## config.mk

```make
export PLATFORM = sky130hd
export DESIGN_NAME = seq0011_scan_ctrl
export DESIGN_NICKNAME = d
export VERILOG_FILES = /design/src/rtl/seq0011_scan_ctrl_pkg.sv /design/src/rtl/seq0011_scan_ctrl_core.sv /design/src/rtl/seq0011_scan_ctrl.sv
export SDC_FILE = /design/constraint.sdc
export NUM_CORES = 1
export LEC_CHECK = 0
export CORE_MARGIN = 5
export CORE_UTILIZATION = 37
export DETAILED_ROUTE_END_ITERATION = 8
export REMOVE_ABC_BUFFERS = 1
export SLEW_MARGIN = 25
export SYNTH_ARGS = -nofsm -noshare
export SYNTH_HDL_FRONTEND = slang
export SYNTH_SLANG_ARGS = --single-unit
```

## constraint.sdc

```tcl
create_clock -name clk_in -period 3.44 [get_ports clk_in]
set_clock_uncertainty 0.15 [all_clocks]
set_input_delay 1.032 -clock clk_in [delete_from_list [all_inputs] [get_ports clk_in]]
set_output_delay 1.032 -clock clk_in [all_outputs]
set_load 0.05 [all_outputs]
```

## src/rtl/seq0011_scan_ctrl_pkg.sv

```systemverilog
// Shared types and constants for the "0011" word-scan controller and its
// serial Moore detector core.
package seq0011_scan_ctrl_pkg;

    // Default geometry: 16-bit words, 5-bit result fields (clog2(16)+1).
    localparam int DEF_WORD_W = 16;
    localparam int DEF_CNT_W  = 5;

    // "No match seen" marker for first_idx; all-ones at any width.
    localparam logic [DEF_CNT_W-1:0] FIRST_IDX_NONE = 5'h1F;

    // Serial detector states; S4 means "0011" just completed.
    typedef enum logic [2:0] {
        DET_S0 = 3'd0,
        DET_S1 = 3'd1,
        DET_S2 = 3'd2,
        DET_S3 = 3'd3,
        DET_S4 = 3'd4
    } det_state_t;

    // Word-scan controller states.
    typedef enum logic [1:0] {
        CTRL_IDLE  = 2'd0,
        CTRL_SHIFT = 2'd1,
        CTRL_FLUSH = 2'd2,
        CTRL_DONE  = 2'd3
    } ctrl_state_t;

    // Detector transition for one consumed bit.
    function automatic det_state_t det_next(input det_state_t cur, input logic din);
        det_state_t nxt;
        case (cur)
            DET_S0:  nxt = din ? DET_S0 : DET_S1;
            DET_S1:  nxt = din ? DET_S0 : DET_S2;
            DET_S2:  nxt = din ? DET_S3 : DET_S2;
            DET_S3:  nxt = din ? DET_S4 : DET_S1;
            DET_S4:  nxt = din ? DET_S0 : DET_S1;
            default: nxt = DET_S0;
        endcase
        return nxt;
    endfunction

endpackage

```

## src/rtl/seq0011_scan_ctrl_core.sv

```systemverilog
// Serial Moore "0011" detector. dout is high the cycle after the bit that
// completes the pattern. clr (synchronous) beats en; en=0 holds state.
module moore0011_core
    import seq0011_scan_ctrl_pkg::*;
(
    input  logic clk_in,
    input  logic reset,
    input  logic clr,
    input  logic en,
    input  logic din,
    output logic dout
);

    det_state_t state_r;
    det_state_t state_s;
    logic       dout_r;

    // Next-state selection: clear, then advance on enable, else hold.
    always_comb begin
        state_s = state_r;
        if (clr) begin
            state_s = DET_S0;
        end else if (en) begin
            state_s = det_next(state_r, din);
        end else begin
            state_s = state_r;
        end
    end

    // State register with the Moore output registered alongside it.
    always_ff @(posedge clk_in or negedge reset) begin
        if (!reset) begin
            state_r <= DET_S0;
            dout_r  <= 1'b0;
        end else begin
            state_r <= state_s;
            dout_r  <= (state_s == DET_S4);
        end
    end

    assign dout = dout_r;

endmodule

```

## src/rtl/seq0011_scan_ctrl.sv

```systemverilog
// Word-scan controller: accepts a parallel word, feeds it MSB-first into the
// "0011" detector core, counts matches and records where the first one ends.
module seq0011_scan_ctrl
    import seq0011_scan_ctrl_pkg::*;
#(
    parameter int WORD_W = DEF_WORD_W,
    parameter int CNT_W  = DEF_CNT_W
) (
    input  logic              clk_in,
    input  logic              reset,
    input  logic              in_valid,
    output logic              in_ready,
    input  logic [WORD_W-1:0] word_in,
    output logic              ser_bit,
    output logic              busy,
    output logic              done,
    output logic [CNT_W-1:0]  match_cnt,
    output logic [CNT_W-1:0]  first_idx
);

    localparam logic [CNT_W-1:0] IDX_NONE = {CNT_W{FIRST_IDX_NONE[0]}};
    localparam logic [CNT_W-1:0] LAST_IDX = CNT_W'(WORD_W - 1);
    localparam logic [CNT_W-1:0] ONE      = {{(CNT_W-1){1'b0}}, 1'b1};

    ctrl_state_t       state_r;
    ctrl_state_t       state_s;
    logic [WORD_W-1:0] shreg_r;
    logic [WORD_W-1:0] shreg_s;
    logic [CNT_W-1:0]  idx_r;
    logic [CNT_W-1:0]  idx_s;
    logic [CNT_W-1:0]  match_cnt_r;
    logic [CNT_W-1:0]  match_cnt_s;
    logic [CNT_W-1:0]  first_idx_r;
    logic [CNT_W-1:0]  first_idx_s;
    logic              en_d_r;
    logic              in_ready_r;
    logic              busy_r;
    logic              done_r;
    logic              ser_bit_r;
    logic              accept_s;
    logic              hit_s;
    logic              core_clr_s;
    logic              core_en_s;
    logic              core_dout_s;

    moore0011_core u_core (
        .clk_in (clk_in),
        .reset  (reset),
        .clr    (core_clr_s),
        .en     (core_en_s),
        .din    (shreg_r[WORD_W-1]),
        .dout   (core_dout_s)
    );

    // Controller sequencing: handshake, shift register and bit index.
    always_comb begin
        state_s    = state_r;
        shreg_s    = shreg_r;
        idx_s      = idx_r;
        accept_s   = 1'b0;
        core_clr_s = 1'b0;
        core_en_s  = 1'b0;
        case (state_r)
            CTRL_IDLE: begin
                if (in_valid) begin
                    accept_s   = 1'b1;
                    core_clr_s = 1'b1;
                    shreg_s    = word_in;
                    idx_s      = '0;
                    state_s    = CTRL_SHIFT;
                end else begin
                    state_s = CTRL_IDLE;
                end
            end
            CTRL_SHIFT: begin
                core_en_s = 1'b1;
                shreg_s   = {shreg_r[WORD_W-2:0], 1'b0};
                idx_s     = idx_r + ONE;
                if (idx_r == LAST_IDX) begin
                    state_s = CTRL_FLUSH;
                end else begin
                    state_s = CTRL_SHIFT;
                end
            end
            CTRL_FLUSH: state_s = CTRL_DONE;
            CTRL_DONE:  state_s = CTRL_IDLE;
            default:    state_s = CTRL_IDLE;
        endcase
    end

    // Result update: cleared on accept, bumped when the delayed core output fires.
    always_comb begin
        match_cnt_s = match_cnt_r;
        first_idx_s = first_idx_r;
        hit_s       = en_d_r & core_dout_s;
        if (accept_s) begin
            match_cnt_s = '0;
            first_idx_s = IDX_NONE;
        end else if (hit_s) begin
            match_cnt_s = match_cnt_r + ONE;
            // idx_r already points past the completing bit.
            if (first_idx_r == IDX_NONE) begin
                first_idx_s = idx_r - ONE;
            end else begin
                first_idx_s = first_idx_r;
            end
        end else begin
            match_cnt_s = match_cnt_r;
            first_idx_s = first_idx_r;
        end
    end

    // State, datapath and outputs, all registered from next-state values.
    always_ff @(posedge clk_in or negedge reset) begin
        if (!reset) begin
            state_r     <= CTRL_IDLE;
            shreg_r     <= '0;
            idx_r       <= '0;
            match_cnt_r <= '0;
            first_idx_r <= IDX_NONE;
            en_d_r      <= 1'b0;
            in_ready_r  <= 1'b1;
            busy_r      <= 1'b0;
            done_r      <= 1'b0;
            ser_bit_r   <= 1'b0;
        end else begin
            state_r     <= state_s;
            shreg_r     <= shreg_s;
            idx_r       <= idx_s;
            match_cnt_r <= match_cnt_s;
            first_idx_r <= first_idx_s;
            en_d_r      <= core_en_s;
            in_ready_r  <= (state_s == CTRL_IDLE);
            busy_r      <= (state_s == CTRL_SHIFT) || (state_s == CTRL_FLUSH);
            done_r      <= (state_s == CTRL_DONE);
            ser_bit_r   <= (state_s == CTRL_SHIFT) ? shreg_s[WORD_W-1] : 1'b0;
        end
    end

    assign in_ready  = in_ready_r;
    assign busy      = busy_r;
    assign done      = done_r;
    assign ser_bit   = ser_bit_r;
    assign match_cnt = match_cnt_r;
    assign first_idx = first_idx_r;

endmodule

```

Yosys cells after proc, flatten, opt, wreduce, memory -nomap -nowiden
Index checks and enable logic that the tools add are counted.
Operators by class
  muxes and demuxes: 23
  $add $sub $neg: 3
  bitwise operators: 1
  reduce and logical (&&, ||, !) cells: 10
  eq/ne operators: 14
Operator list (count)
  $pmux W16 S2: 1
  $mux W5: 6
  $mux W16: 1
  $pmux W3 S4: 1
  $add A5 B1 Y5 const B: 2
  $pmux W5 S2: 1
  $mux W3: 3
  $eq A2 B2 Y1 const B: 4
  $pmux W2 S4: 1
  $mux W1: 7
  $eq A3 B2 Y1 const B: 2
  $eq A3 B3 Y1 const B: 2
  $reduce_bool A2 Y1: 3
  $eq A5 B4 Y1 const B: 1
  $eq A5 B5 Y1 const B: 1
  $sub A5 B1 Y5 const B: 1
  $eq A2 B1 Y1 const B: 2
  $logic_not A2 Y1: 2
  $mux W2: 2
  $reduce_and A2 Y1: 2
  $eq A3 B1 Y1 const B: 1
  $logic_not A3 Y1: 1
  $ne A2 B2 Y1 const B: 1
  $reduce_or A2 Y1: 1
  other kinds (2): 2
Storage, ports and cells
  input port bits: 19
  logic and storage cells: 64
  output and inout bits: 14
  register bits: 42

Depth between registers and ports, before layout
  word-level depth: 6
  mapped depth: 8
  depth with buffers taken out: 7

Modules after synthesis
Synthesis repeated with hierarchy kept, for this count alone.
Second synthesis, totals
  cells, all modules: 192
  area, all modules: 1951.9 um^2
By module, submodules not included
  seq0011_scan_ctrl: seq. area each 958.4 um^2, times used 1, cells an instance 171, area an instance 1731.7 um^2
  moore0011_core: seq. area each 100.1 um^2, times used 1, cells an instance 21, area an instance 220.2 um^2

Worst setup path after synthesis
No wires, ideal clock.
  path type: in2reg
  start: input port in_valid
  end: register ser_bit_r, in the netlist ser_bit
  path buffers: 1
  data required time: 3.169 ns
  setup slack: 1.403 ns
  setup time: 0.121 ns
  data arrival time: 1.765 ns
  cell stages on the path: 4
  cell sequence: buf_6 -> o31a_1 -> ha_1 -> o221a_4
Between the ends
  longest elaborated chain between the ends: 4
  elaborated cells between the ends (all ways): 6
  those cells by class: eq/ne (1); mux (5)
RTL lines
  start, declared: RTL line seq0011_scan_ctrl.sv:11  | input logic in_valid,
  $mux W1: RTL line seq0011_scan_ctrl.sv:65  | if (in_valid) begin
  $pmux W2 S4: RTL line seq0011_scan_ctrl.sv:63  | case (state_r)
  via state_s[0]: RTL line seq0011_scan_ctrl.sv:26  | ctrl_state_t state_s;
  $eq A2 B1 Y1: RTL line seq0011_scan_ctrl.sv:136  | ser_bit_r <= (state_s == CTRL_SHIFT) ? shreg_s[WORD_W-1] : 1'b0;
  $mux W1: RTL line seq0011_scan_ctrl.sv:136
  end signal, assigned: RTL line seq0011_scan_ctrl.sv:136
  end, declared: RTL line seq0011_scan_ctrl.sv:39  | logic ser_bit_r;
The timed path passes the listed nets, and every way through them passes these cells. The select of a mux whose other input is x is not followed.
A chain may end at the register's enable or synchronous reset.

Worst setup path after layout
  start: register first_idx_r[3], in the netlist first_idx[3]
  end: output port first_idx[3]
RTL lines
  start, declared: RTL line seq0011_scan_ctrl.sv:33  | logic [CNT_W-1:0] first_idx_r;
  start signal, assigned: RTL line seq0011_scan_ctrl.sv:131  | first_idx_r <= first_idx_s;
  end, declared: RTL line seq0011_scan_ctrl.sv:18  | output logic [CNT_W-1:0] first_idx
No word-level cell between the ends.

==> flow_metrics.env <==
export IMPL_via_per_inst=5.16
export IMPL_hold_path_class="flip-flop to flip-flop"
export IMPL_crit_type="flip-flop to output port"
export IMPL_cts_root_buf="clkbuf_8"
export IMPL_synthArstFlopShare=1.00
export IMPL_syn_area_mm2=0.00206
export IMPL_tns_ns=0
export IMPL_dp_cells=297
export IMPL_final_period_utilization=0.827
export IMPL_clk_pin_slew_ns=0.08
export IMPL_period_minus_slack_ns=2.85
export IMPL_crit_fanout=3
export IMPL_tightest_slew_ns=0.526
export IMPL_synth_seq_cells=42
export IMPL_hold_violations=0
export IMPL_clock_latency_ns=0.30
export IMPL_globalRouteOverflowTotal=0
export IMPL_htreeDepth=2
export IMPL_cts_resized=0
export IMPL_avgSynthCellArea_um2=10.2
export IMPL_grt_pass1_wl_um=7520
export IMPL_drv_cap=0
export IMPL_cts_tree="yes"
export IMPL_routedWlPerCell_um=14.2
export IMPL_syn_to_final_growth_pct=21.8
export IMPL_antennaDiodeCount=0
export IMPL_hpwl_um=2970
export IMPL_slew_viol_final=0
export IMPL_ys_warn_count=0
export IMPL_slew_headroom=0.649
export IMPL_status="complete, no violations"
export IMPL_gp_congestion=0.768
export IMPL_antenna_found_initial=0
export IMPL_grt_use_met1=0.182
export IMPL_stdcell_count=305
export IMPL_drive_above_1_share=0.116
export IMPL_cts_sinks=42
export IMPL_grt_pass1_vias=1572
export IMPL_p_leak_nw=1.07
export IMPL_ant_nets=0
export IMPL_met3_usage=0.0324
export IMPL_worstPathCellList="clkdlybuf4s50_1"
export IMPL_cts_setup_buffers=0
export IMPL_ys_flop_type="dfrtp_1"
export IMPL_grt_max_degree=43
export IMPL_critPathCaptureType="output port"
export IMPL_cts_path_max_buffers=2
export IMPL_cp_slowest_stage_delay_ns=0.80
export IMPL_nNetsFinal=258
export IMPL_dieArea_mm2=0.00716
export IMPL_core_area_mm2=0.00547
export IMPL_max_freq_mhz=351
export IMPL_placed_area_mm2=0.00242
export IMPL_crit_path_start_kind="flip-flop"
export IMPL_io_buffers=32
export IMPL_rows=27
export IMPL_die_w_um=84.6
export IMPL_die_h_um=84.6
export IMPL_holdWs_ns=0.332
export IMPL_final_cell_area_mm2=0.00251
export IMPL_vias=1574
export IMPL_use_met2=0.191
export IMPL_finalWirelength_um=4330
export IMPL_start_util=0.376
export IMPL_crit_family="buffers and inverters"
export IMPL_ios=33
export IMPL_yosysSeqAreaShare=0.514
export IMPL_crit_buf_inv=1
export IMPL_synthCells=201
export IMPL_drcViolationCount=0
export IMPL_synth_edff_count=0
export IMPL_power_density_mw_per_mm2=884
export IMPL_grt_busiest_layer="met2"
export IMPL_cp_required_ns=2.26
export IMPL_netlist_cell_type_count=41
export IMPL_crit_slowest_cell="clkdlybuf4s50_1"
export IMPL_groute_usage_overall=0.129
export IMPL_postCtsHoldBufs=0
export IMPL_rsz0062_at_grt="no"
export IMPL_ir_worst_vdd_mv=0.413
export IMPL_firstDrtPassIters=4
export IMPL_drt_initial_drc_count=131
export IMPL_arrival_ns=1.66
export IMPL_numCtsBuffers=5
export IMPL_setup_violations=0
-- cell usage after synthesis (all sizes together), types with 2 or more instances --
cell     count  area share
nor2b        6       0.018
nand3        8       0.019
xor2         3       0.013
a22o         2      0.0085
a2bb2oi      4       0.017
a21oi       10       0.026
buf         10       0.033
o31ai        3       0.011
inv         10       0.018
nand2       22       0.044
mux2         2       0.011
dfrtp       36        0.44
a22oi       18       0.066
ha           7       0.043
dfstp        6       0.077
or3          2      0.0061
o21ai       21       0.051
o22ai        2      0.0061
xnor2        2      0.0085
nor2         9       0.016
nor3b        2      0.0097
nand4        2      0.0061
nor3         2      0.0049
clkbuf       2      0.0036
-- cell type report --
| cell class | count | area [um^2] |
|---|---|---|
| well taps | 72 | 90.1 |
| repair buffers | 36 | 348 |
| clock inverters | 2 | 13.8 |
| inverters | 10 | 37.5 |
| flip-flops and latches | 42 | 1060 |
| multi-input cells | 137 | 888 |
| clock buffers | 6 | 72.6 |
| fillers | 545 | 2960 |
-- metal layers --
layer	wire length (um)	part of all wire	vias up
met2	1960	0.45	22
met4	24	0.0055	0
li1	-	-	780
met1	2200	0.51	769
met3	148	0.034	3
met5	0	0	-
-- cell families after synthesis --
| kind of cell | after synthesis | synth area share |
|---|---|---|
| simple gates | 58 | 0.145 |
| flops | 42 | 0.514 |
| mux | 2 | 0.0109 |
| xor+xnor | 5 | 0.0213 |
| buf+inv | 22 | 0.0547 |
| fa+ha+maj | 7 | 0.0425 |
| compound gates | 65 | 0.212 |
-- registers in the layout, summed over array words and instances, names as in the netlist --
register / flops
done: 1
u_core.dout: 1
en_d_r: 1
in_ready: 1
ser_bit: 1
idx_r: 5
u_core.state_r: 3
state_r: 2
shreg_r: 16
first_idx: 5
busy: 1
match_cnt: 5
-- metrics by stage --
stage	utilization	power, mW	setup WS [ns]
floorplan	-	1.59	1.39
global placement	0.442	1.90	0.729
detailed placement	0.442	1.92	0.726
CTS	0.458	2.25	0.577
global route	0.458	2.39	0.558
finish	0.458	2.22	0.594
-- report_power, final --
| group | total, mW | leakage [nW] | internal (mW) | switching, mW |
|---|---|---|---|---|
| Clock | 0.314 | 0.0452 | 0.143 | 0.170 |
| Combinational | 1.04 | 0.497 | 0.418 | 0.626 |
| Sequential | 0.860 | 0.527 | 0.699 | 0.161 |
-- placed cells by master, fill, tap and decap left out, types with 2 or more instances in the layout --
| master | synthesis | layout |
|---|---|---|
| a21oi_1 | 9 | 9 |
| a22o_1 | 2 | 2 |
| a22oi_1 | 18 | 18 |
| a2bb2oi_1 | 4 | 4 |
| buf_4 | 2 | 5 |
| clkbuf_8 | 0 | 5 |
| clkdlybuf4s50_1 | 0 | 31 |
| dfrtp_1 | 36 | 36 |
| dfstp_2 | 6 | 6 |
| ha_1 | 7 | 7 |
| inv_1 | 9 | 9 |
| mux2_2 | 2 | 2 |
| nand2_1 | 21 | 21 |
| nand3_1 | 8 | 8 |
| nand4_1 | 2 | 2 |
| nor2_1 | 9 | 9 |
| nor2b_1 | 6 | 6 |
| nor3_1 | 2 | 2 |
| o21ai_0 | 16 | 16 |
| o21ai_1 | 5 | 5 |
| o22ai_1 | 2 | 2 |
| o31ai_1 | 3 | 3 |
| or3_1 | 2 | 2 |
| xnor2_1 | 2 | 2 |
| xor2_1 | 3 | 3 |
-- tightest hold or removal path: stages, from the launching register on --
cell     delay (ns)
dfstp_2        0.38
o31ai_1        0.05
nand2_1        0.05
-- worst paths after layout --
kind | from | end | slack [ns] | cells after the start
worst max-delay path | first_idx[3]$_DFFE_PN1P_ | first_idx[3] | 0.59 | 1
worst min-delay path | first_idx[2]$_DFFE_PN1P_ | first_idx[2]$_DFFE_PN1P_ | 0.33 | 2
worst max register to register | idx_r[0]$_DFFE_PN0P_ | ser_bit$_DFF_PN0_ | 1.48 | 7
worst min register to register | first_idx[2]$_DFFE_PN1P_ | first_idx[2]$_DFFE_PN1P_ | 0.33 | 2
max in group asynchronous | reset | in_ready$_DFF_PN1_ | 2.20 | 1
min in group asynchronous | reset | match_cnt[1]$_DFFE_PN0P_ | 0.56 | 1
Note: power is estimated with default switching activity, not from simulation.
